[src/rtl/count_seq_ctrl.sv]
// Run sequencer for a W-bit up-counter datapath: go-rise start, clear, count to limit, done/err handshake.
// Optional completed-run statistics counter is enabled by defining COUNT_SEQ_STATS_EN.
module count_seq_ctrl #(
    parameter int W          = 7,
    parameter int WDOG_SLACK = 2
) (
    input  logic         Clk,
    input  logic         Rst,
    input  logic         go,
    input  logic         abort,
    input  logic         hold,
    input  logic [W-1:0] limit,
    input  logic [W-1:0] count,
    output logic         cnt_clr,
    output logic         cnt_inc,
    output logic         busy,
    output logic         done,
`ifdef COUNT_SEQ_STATS_EN
    output logic [7:0]   runs,
`endif
    output logic         err
);

    typedef enum logic [1:0] {
        S_IDLE  = 2'd0,
        S_CLEAR = 2'd1,
        S_RUN   = 2'd2,
        S_DONE  = 2'd3
    } state_t;

    state_t       r_state, w_state_next;
    logic         r_go_q;
    logic         r_go_seen_low;
    logic [W-1:0] r_lim_q, w_lim_next;
    logic [W+1:0] r_wd, w_wd_next;
    logic [W+1:0] w_wd_limit;
    logic         r_err, w_err_next;
    logic         w_rise;
    logic         w_at_limit;
    logic         w_wd_hit;
    logic         w_run_ok;

    // A level that is already high when reset releases must drop once before it can start a run.
    assign w_rise     = go & ~r_go_q & r_go_seen_low;
    assign w_at_limit = (count == r_lim_q);
    assign w_wd_limit = {2'b00, r_lim_q} + (W+2)'(WDOG_SLACK);
    assign w_wd_hit   = (r_wd == w_wd_limit);

    always_ff @(posedge Clk) begin
        if (Rst) begin
            r_state       <= S_IDLE;
            r_go_q        <= 1'b0;
            r_go_seen_low <= 1'b0;
            r_lim_q       <= '0;
            r_wd          <= '0;
            r_err         <= 1'b0;
        end else begin
            r_state <= w_state_next;
            r_go_q  <= go;
            if (!go) begin
                r_go_seen_low <= 1'b1;
            end
            r_lim_q <= w_lim_next;
            r_wd    <= w_wd_next;
            r_err   <= w_err_next;
        end
    end

    always_comb begin
        w_state_next = r_state;
        w_lim_next   = r_lim_q;
        w_wd_next    = r_wd;
        w_err_next   = r_err;
        w_run_ok     = 1'b0;
        cnt_clr      = 1'b0;
        cnt_inc      = 1'b0;
        busy         = 1'b0;
        done         = 1'b0;
        err          = 1'b0;
        case (r_state)
            S_IDLE: begin
                if (w_rise && !abort) begin
                    w_state_next = S_CLEAR;
                    w_lim_next   = limit;
                    w_wd_next    = '0;
                    w_err_next   = 1'b0;
                end
            end
            S_CLEAR: begin
                cnt_clr = 1'b1;
                busy    = 1'b1;
                if (abort) begin
                    w_state_next = S_IDLE;
                    w_err_next   = 1'b0;
                end else begin
                    w_state_next = S_RUN;
                end
            end
            S_RUN: begin
                busy = 1'b1;
                if (abort) begin
                    w_state_next = S_IDLE;
                    w_err_next   = 1'b0;
                end else if (w_at_limit) begin
                    w_state_next = S_DONE;
                    w_err_next   = 1'b0;
                    w_run_ok     = 1'b1;
                end else if (w_wd_hit) begin
                    // Datapath failed to reach the limit within its increment budget.
                    w_state_next = S_DONE;
                    w_err_next   = 1'b1;
                end else if (!hold) begin
                    cnt_inc   = 1'b1;
                    w_wd_next = r_wd + 1'b1;
                end
            end
            S_DONE: begin
                done = 1'b1;
                err  = r_err;
                if (abort) begin
                    w_state_next = S_IDLE;
                    w_err_next   = 1'b0;
                end else if (!go) begin
                    w_state_next = S_IDLE;
                end
            end
            default: begin
                w_state_next = S_IDLE;
            end
        endcase
    end

`ifdef COUNT_SEQ_STATS_EN
    logic [7:0] r_runs;

    always_ff @(posedge Clk) begin
        if (Rst) begin
            r_runs <= '0;
        end else if (w_run_ok && (r_runs != 8'hFF)) begin
            r_runs <= r_runs + 8'd1;
        end
    end

    assign runs = r_runs;
`endif

endmodule

[config.mk]
export PLATFORM = sky130hd
export DESIGN_NAME = count_seq_ctrl
export DESIGN_NICKNAME = d
export VERILOG_FILES = /design/src/rtl/count_seq_ctrl.sv
export SDC_FILE = /design/constraint.sdc
export NUM_CORES = 1
export LEC_CHECK = 0
export ABC_AREA = 0
export ABC_CLOCK_PERIOD_IN_PS = 2960
export CAP_MARGIN = 20
export CORE_AREA = 2 2 51 53
export CTS_CLUSTER_DIAMETER = 80
export DETAILED_ROUTE_END_ITERATION = 10
export DIE_AREA = 0 0 53 55
export DONT_BUFFER_PORTS = 1
export PLACE_DENSITY_LB_ADDON = 0.08
export SLEW_MARGIN = 20
export SYNTH_ARGS = -nofsm -noshare
export SYNTH_HDL_FRONTEND = slang
export SYNTH_SLANG_ARGS = --single-unit
[constraint.sdc]
create_clock -name Clk -period 2.96 [get_ports Clk]
set_clock_uncertainty 0.05 [all_clocks]
set_input_delay 0.592 -clock Clk [delete_from_list [all_inputs] [get_ports Clk]]
set_output_delay 0.592 -clock Clk [all_outputs]
set_load 0.03 [all_outputs]
After elaboration in Yosys (flattened, before gate mapping)

Index checks and enable logic that the tools add are counted.

Equality and inequality tests: 13
Add/subtract/negate cells: 2
Bitwise gates (word level): 3
Reductions and logical operators: 10
Muxes and demuxes: 29

Operator list:

| cell                  | number |
|---|---|
| $mux W9               | 5 |
| $pmux W9 S2           | 1 |
| $mux W1               | 14 |
| $mux W2               | 7 |
| $ne A2 B2 Y1 const B  | 5 |
| $add A9 B1 Y9 const B | 1 |
| $eq A9 B8 Y1          | 1 |
| $add A7 B2 Y8 const B | 1 |
| $pmux W2 S4           | 1 |
| $eq A7 B7 Y1          | 1 |
| $reduce_and A3 Y1     | 2 |
| $reduce_and A6 Y1     | 1 |
| $eq A2 B2 Y1 const B  | 2 |
| $ne A4 B4 Y1 const B  | 1 |
| $reduce_or A2 Y1      | 2 |
| $ne A3 B3 Y1 const B  | 1 |
| $pmux W1 S3           | 1 |
| $and A1 B1 Y1         | 2 |
| $eq A2 B1 Y1 const B  | 1 |
| $logic_not A2 Y1      | 1 |
| $ne A2 B1 Y1 const B  | 1 |
| $reduce_and A2 Y1     | 1 |
| $reduce_bool A2 Y1    | 1 |
| $logic_and A1 B1 Y1   | 1 |
| other kinds (2)       | 2 |

Output and inout bits: 5
Word-level logic and storage cells: 63
Input bits: 19
Flip-flop bits (word level): 21

Longest topological paths before layout

Word-level depth: 6
Depth in mapped cells: 8
Mapped depth without buffers: 8

Worst setup path after synthesis

No wires, ideal clock.

Path type: reg-to-output
From: reg r_lim_q[2]
To: out cnt_inc
Path buffers: 1
Stages on the path, launching flop included: 8
Setup slack: 284 ps
Required time: 2318 ps
Data arrival time: 2034 ps
Path through: dfxtp_1 ha_1 nand2b_1 a21o_1 a31o_1 o211a_1 buf_2 nor3_1

Longest elaborated chain between the ends: 6
Elaborated cells on any way between the ends: 7

Ends and longest elaborated chain:

| item                   | line | text |
|---|---|---|
| start, declared        | 34   | `logic [W-1:0] r_lim_q, w_lim_next;` |
| start signal, assigned | 63   | `r_lim_q <= w_lim_next;` |
| $add A7 B2 Y8          | 46   | `assign w_wd_limit = {2'b00, r_lim_q} + (W+2)'(WDOG_SLACK);` |
| $eq A9 B8 Y1           | 47   | `assign w_wd_hit = (r_wd == w_wd_limit);` |
| $mux W1                | 108  | `end else if (w_wd_hit) begin` |
| $mux W1 *              | 104  | `end else if (w_at_limit) begin` |
| $mux W1 *              | 101  | `if (abort) begin` |
| $mux W1 *              | 80   | `case (r_state)` |
| end, declared          | 15   | `output logic cnt_inc,` |

Mark *: on every way between the ends. The rest lies on a longest branch, timed or not.

Final worst setup path

Same ends and word-level chain as after synthesis.

==> flow_summary.rst <==
.. list-table::
   :header-rows: 1

   * - Metric
     - Value
   * - Status
     - finished, final reports clean
   * - Final ANT Viol Nets
     - 0
   * - Pin count of the biggest net entering global routing
     - 19
   * - Critical path class
     - register to output pin
   * - Cell family with the largest share of critical-path delay
     - compound AO/OA/AOI/OAI gates
   * - Max-slew violation count
     - 0
   * - Worst hold slack
     - between 0.2 and 0.3 ns
   * - Filler Cells Inserted
     - approximately 220
   * - Global-route wire length before repair
     - roughly 5200 um
   * - CTS H-Tree Depth
     - 1
   * - Final Hold Violating Endpoints
     - 0
   * - Async set-reset flop share out of synthesis
     - 0%
   * - Post-DR wirelength/cell
     - 15.7 um
   * - Setup repair after global routing missed its margin
     - no
   * - Final wirelength
     - around 3200 um
   * - Synth-to-Final Area Change
     - 3.29%
   * - GRT Residual Overflow
     - 0
   * - Largest incremental delay on the critical path
     - 0.49 ns
   * - Number of violations reported at the end of detailed-routing iteration 0
     - 35
   * - Clock-pin slew on the worst setup and hold paths
     - ~0.12 ns
   * - Buffer type at the clock tree root
     - sky130_fd_sc_hd__clkbuf_4
   * - Placed wire-length estimate after detailed placement
     - 2430 um
   * - Reported max-cap violation count
     - 0
   * - Library cell contributing the largest single delay on the critical path
     - sky130_fd_sc_hd__dfxtp_1
   * - Portion of the clock cycle consumed by the worst path in the final layout
     - between 90 and 100%
   * - Synthesis Warnings
     - 0
   * - Number of buffers added by the clock tree synthesis step
     - 3
   * - Leakage
     - roughly 0.48 nW
   * - Number of top-level design ports
     - 24
   * - Weighted congestion at the end of routability-driven global placement
     - slightly below 0.9
   * - EDFF count, synth
     - 0
   * - Final critical path time including I/O delays and setup
     - roughly 2.8 ns
   * - Buffer depth of the longest clock path
     - 2
   * - Post-synthesis cell area
     - between 0.001 and 0.0015 mm^2
   * - Fin area
     - about 0.0015 mm^2
   * - Worst path required time
     - ~2.3 ns
   * - Dominant cells by area after synthesis
     - sky130_fd_sc_hd__dfxtp_1 (30%), sky130_fd_sc_hd__xnor2_1 (6.2%), sky130_fd_sc_hd__ha_1 (5.3%)
   * - Pre-CTS setup slack
     - 0.321 ns
   * - Diodes inserted
     - 0
   * - Maximum VDD drop
     - roughly 0.25 mV
   * - Detailed-route DRC error count
     - 0
   * - # rows
     - 18
   * - Net total in the final layout
     - 200
   * - Initial core utilization
     - between 50 and 60%
   * - Most common library cells after synthesis
     - sky130_fd_sc_hd__dfxtp_1 (21), sky130_fd_sc_hd__nand2_1 (20), sky130_fd_sc_hd__nand3_1 (15), sky130_fd_sc_hd__a21oi_1 (13), sky130_fd_sc_hd__xnor2_1 (10)
   * - CP Capture Type
     - output pin
   * - Total cell area at the placement stage
     - approximately 0.0014 mm^2
   * - Number of instances in the synthesized netlist
     - about 180
   * - Area of the placeable core
     - ~0.0024 mm^2
   * - Port Buf Inserts
     - 0
   * - Via count of the first global-routing pass
     - between 1000 and 1500
   * - Via count
     - roughly 1300
   * - Fraction of final layout cells sized beyond drive strength 1
     - approximately 5.7%
   * - Number of distinct library cells after synthesis
     - 40
   * - Die Wd
     - between 50 and 60 um
   * - Clk Latency, worst-skew pair
     - around 0.3 ns
   * - Arrival time worst endpoint
     - about 2.2 ns
   * - Max transition margin
     - between 60% and 70%
   * - Die outline area
     - about 0.003 mm^2
   * - Detail-routed via count per cell
     - approximately 6.4
   * - Sink count of the clock tree
     - 21
   * - Ratio of total power to cell area
     - 354 mW/mm^2
   * - Slew at the pin closest to its max-slew limit
     - 0.465 ns
   * - Final worst slack
     - between 0.15 and 0.2 ns
   * - TritonCTS clock tree
     - done
   * - Share of the yosys chip area belonging to registers
     - between 20 and 30%
   * - Proportion of netlist area held by the largest area contributor
     - 29.9%
   * - Count of buffering cells on the critical path with inverters included
     - 1
   * - Post-synth top area cell
     - sky130_fd_sc_hd__dfxtp_1
   * - Crit path from
     - r_lim_q[2]
   * - Die Y
     - between 50 and 60 um
   * - Synth Net Count
     - 202
   * - Number of setup violations in the final report
     - 0
   * - Critical-path maximum fanout
     - 9
   * - R2R Path Start
     - r_state[0]
   * - Syn Area/Cell
     - roughly 7.9 um^2
   * - Overall track demand over capacity in global routing
     - approximately a quarter
   * - Cell-by-cell listing of the critical path
     - ha_1, nand2b_1, a21o_1, a31o_1, o211a_2, nor3_1, buf_4
   * - Worst Setup Start Kind
     - register
   * - Hold path start
     - Rst
   * - Number of antenna violations at the first check in global routing
     - 0
   * - Post-Route Setup TNS
     - 0 ns
   * - Top FF cell, synth
     - sky130_fd_sc_hd__dfxtp_1
   * - Yosys reg bits
     - 21
   * - Worst Hold Class
     - input port to register
   * - Count of TritonRoute iterations in the first routing pass
     - 4
   * - Most frequently used cell type in the post-synthesis netlist
     - sky130_fd_sc_hd__dfxtp_1
   * - Highest Clock Rate
     - 358 MHz
## cells by family (layout without fill, tap and decap cells)
family,Yosys count,in the layout,share of synthesized area [%]
mux,2,2,1.60
compound gates,44,44,22.8
flops,21,21,29.9
simple gates,70,70,25.5
fa+ha+maj,6,6,5.34
buf+inv,20,17,6.14
xor+xnor,14,14,8.73
## cell type report
type	count	area (um^2)	area share (%)
Multi-Input combinational cell	136	898	61.9
Tap cell	30	37.5	2.59
Clock buffer	4	26.3	1.81
Sequential cell	21	422	29.1
Timing Repair Buffer	5	37.5	2.59
Inverter	8	30.0	2.07
## cells in the final DEF, fill, tap and decap left out, types with 4 or more instances in the layout
cell type | netlist | final
sky130_fd_sc_hd__nand2_1 | 20 | 20
sky130_fd_sc_hd__dfxtp_1 | 21 | 20
sky130_fd_sc_hd__nand3_1 | 15 | 15
sky130_fd_sc_hd__a21oi_1 | 13 | 13
sky130_fd_sc_hd__xnor2_1 | 10 | 10
sky130_fd_sc_hd__inv_1 | 8 | 8
sky130_fd_sc_hd__o311ai_0 | 8 | 8
sky130_fd_sc_hd__o41ai_1 | 7 | 7
sky130_fd_sc_hd__nor3_1 | 6 | 6
sky130_fd_sc_hd__nor2_1 | 6 | 6
sky130_fd_sc_hd__ha_1 | 6 | 6
sky130_fd_sc_hd__and3_1 | 5 | 5
sky130_fd_sc_hd__nand2b_1 | 5 | 5
sky130_fd_sc_hd__buf_4 | 1 | 5
sky130_fd_sc_hd__xor2_1 | 4 | 4
## final timing paths
path | cells past startpoint | slack, ns | endpoint
worst max register to register | 7 | 0.35 | r_wd[1]
worst min register to register | 2 | 0.43 | r_go_seen_low
worst min-delay path | 1 | 0.29 | r_go_q
worst max-delay path | 7 | 0.17 | cnt_inc
## worst reg2reg max path: cells and delay by family, from the launching register on
family                     cells  cell delay (ns)
and+or+nand+nor                2             0.73
AOI/OAI and AO/OA              2             0.47
adders and majority gates      1             0.42
muxes                          1             0.38
DFF                            1             0.35
buffers and inverters          1             0.10
## metal layers
metal | global-route usage [%] | up-vias | share of wire [%] | wire length (um)
met2 | 41.7 | 44 | 49 | 1570
li1 | - | 649 | - | -
met4 | 6.84 | 0 | 0.94 | 30
met5 | 0 | - | 0 | 0
met1 | 31.0 | 617 | 44 | 1430
met3 | 5.11 | 4 | 5.7 | 182
## stage by stage
stage	total power [mW]	instances	utilization, %
after CTS	0.517	201	60.4
after detailed placement	0.382	197	59.3
after global routing	0.539	204	61.4
after global placement	0.379	197	59.3
after floorplan	0.374	177	-
final	0.514	204	61.4
## state kept, by name (all words and copies together), names as in the netlist
register,cells
r_wd,9
r_go_seen_low,1
r_go_q,1
r_state,2
r_err,1
r_lim_q,7
## report_power, final
part	internal, mW	total (mW)	switching, mW	leakage (nW)
logic	0.0294	0.0798	0.0504	0.292
clock network	0.0525	0.137	0.0843	0.0150
registers	0.290	0.298	0.00840	0.171
total	0.371	0.514	0.143	0.478
## repair_timing
item | CTS | global route
setup buffers | 0 | 3
gates resized for setup | 0 | 2
setup endpoints to repair | 0 | 1
hold buffers | 0 | 0
No activity file was read; power rests on OpenSTA's default activity.
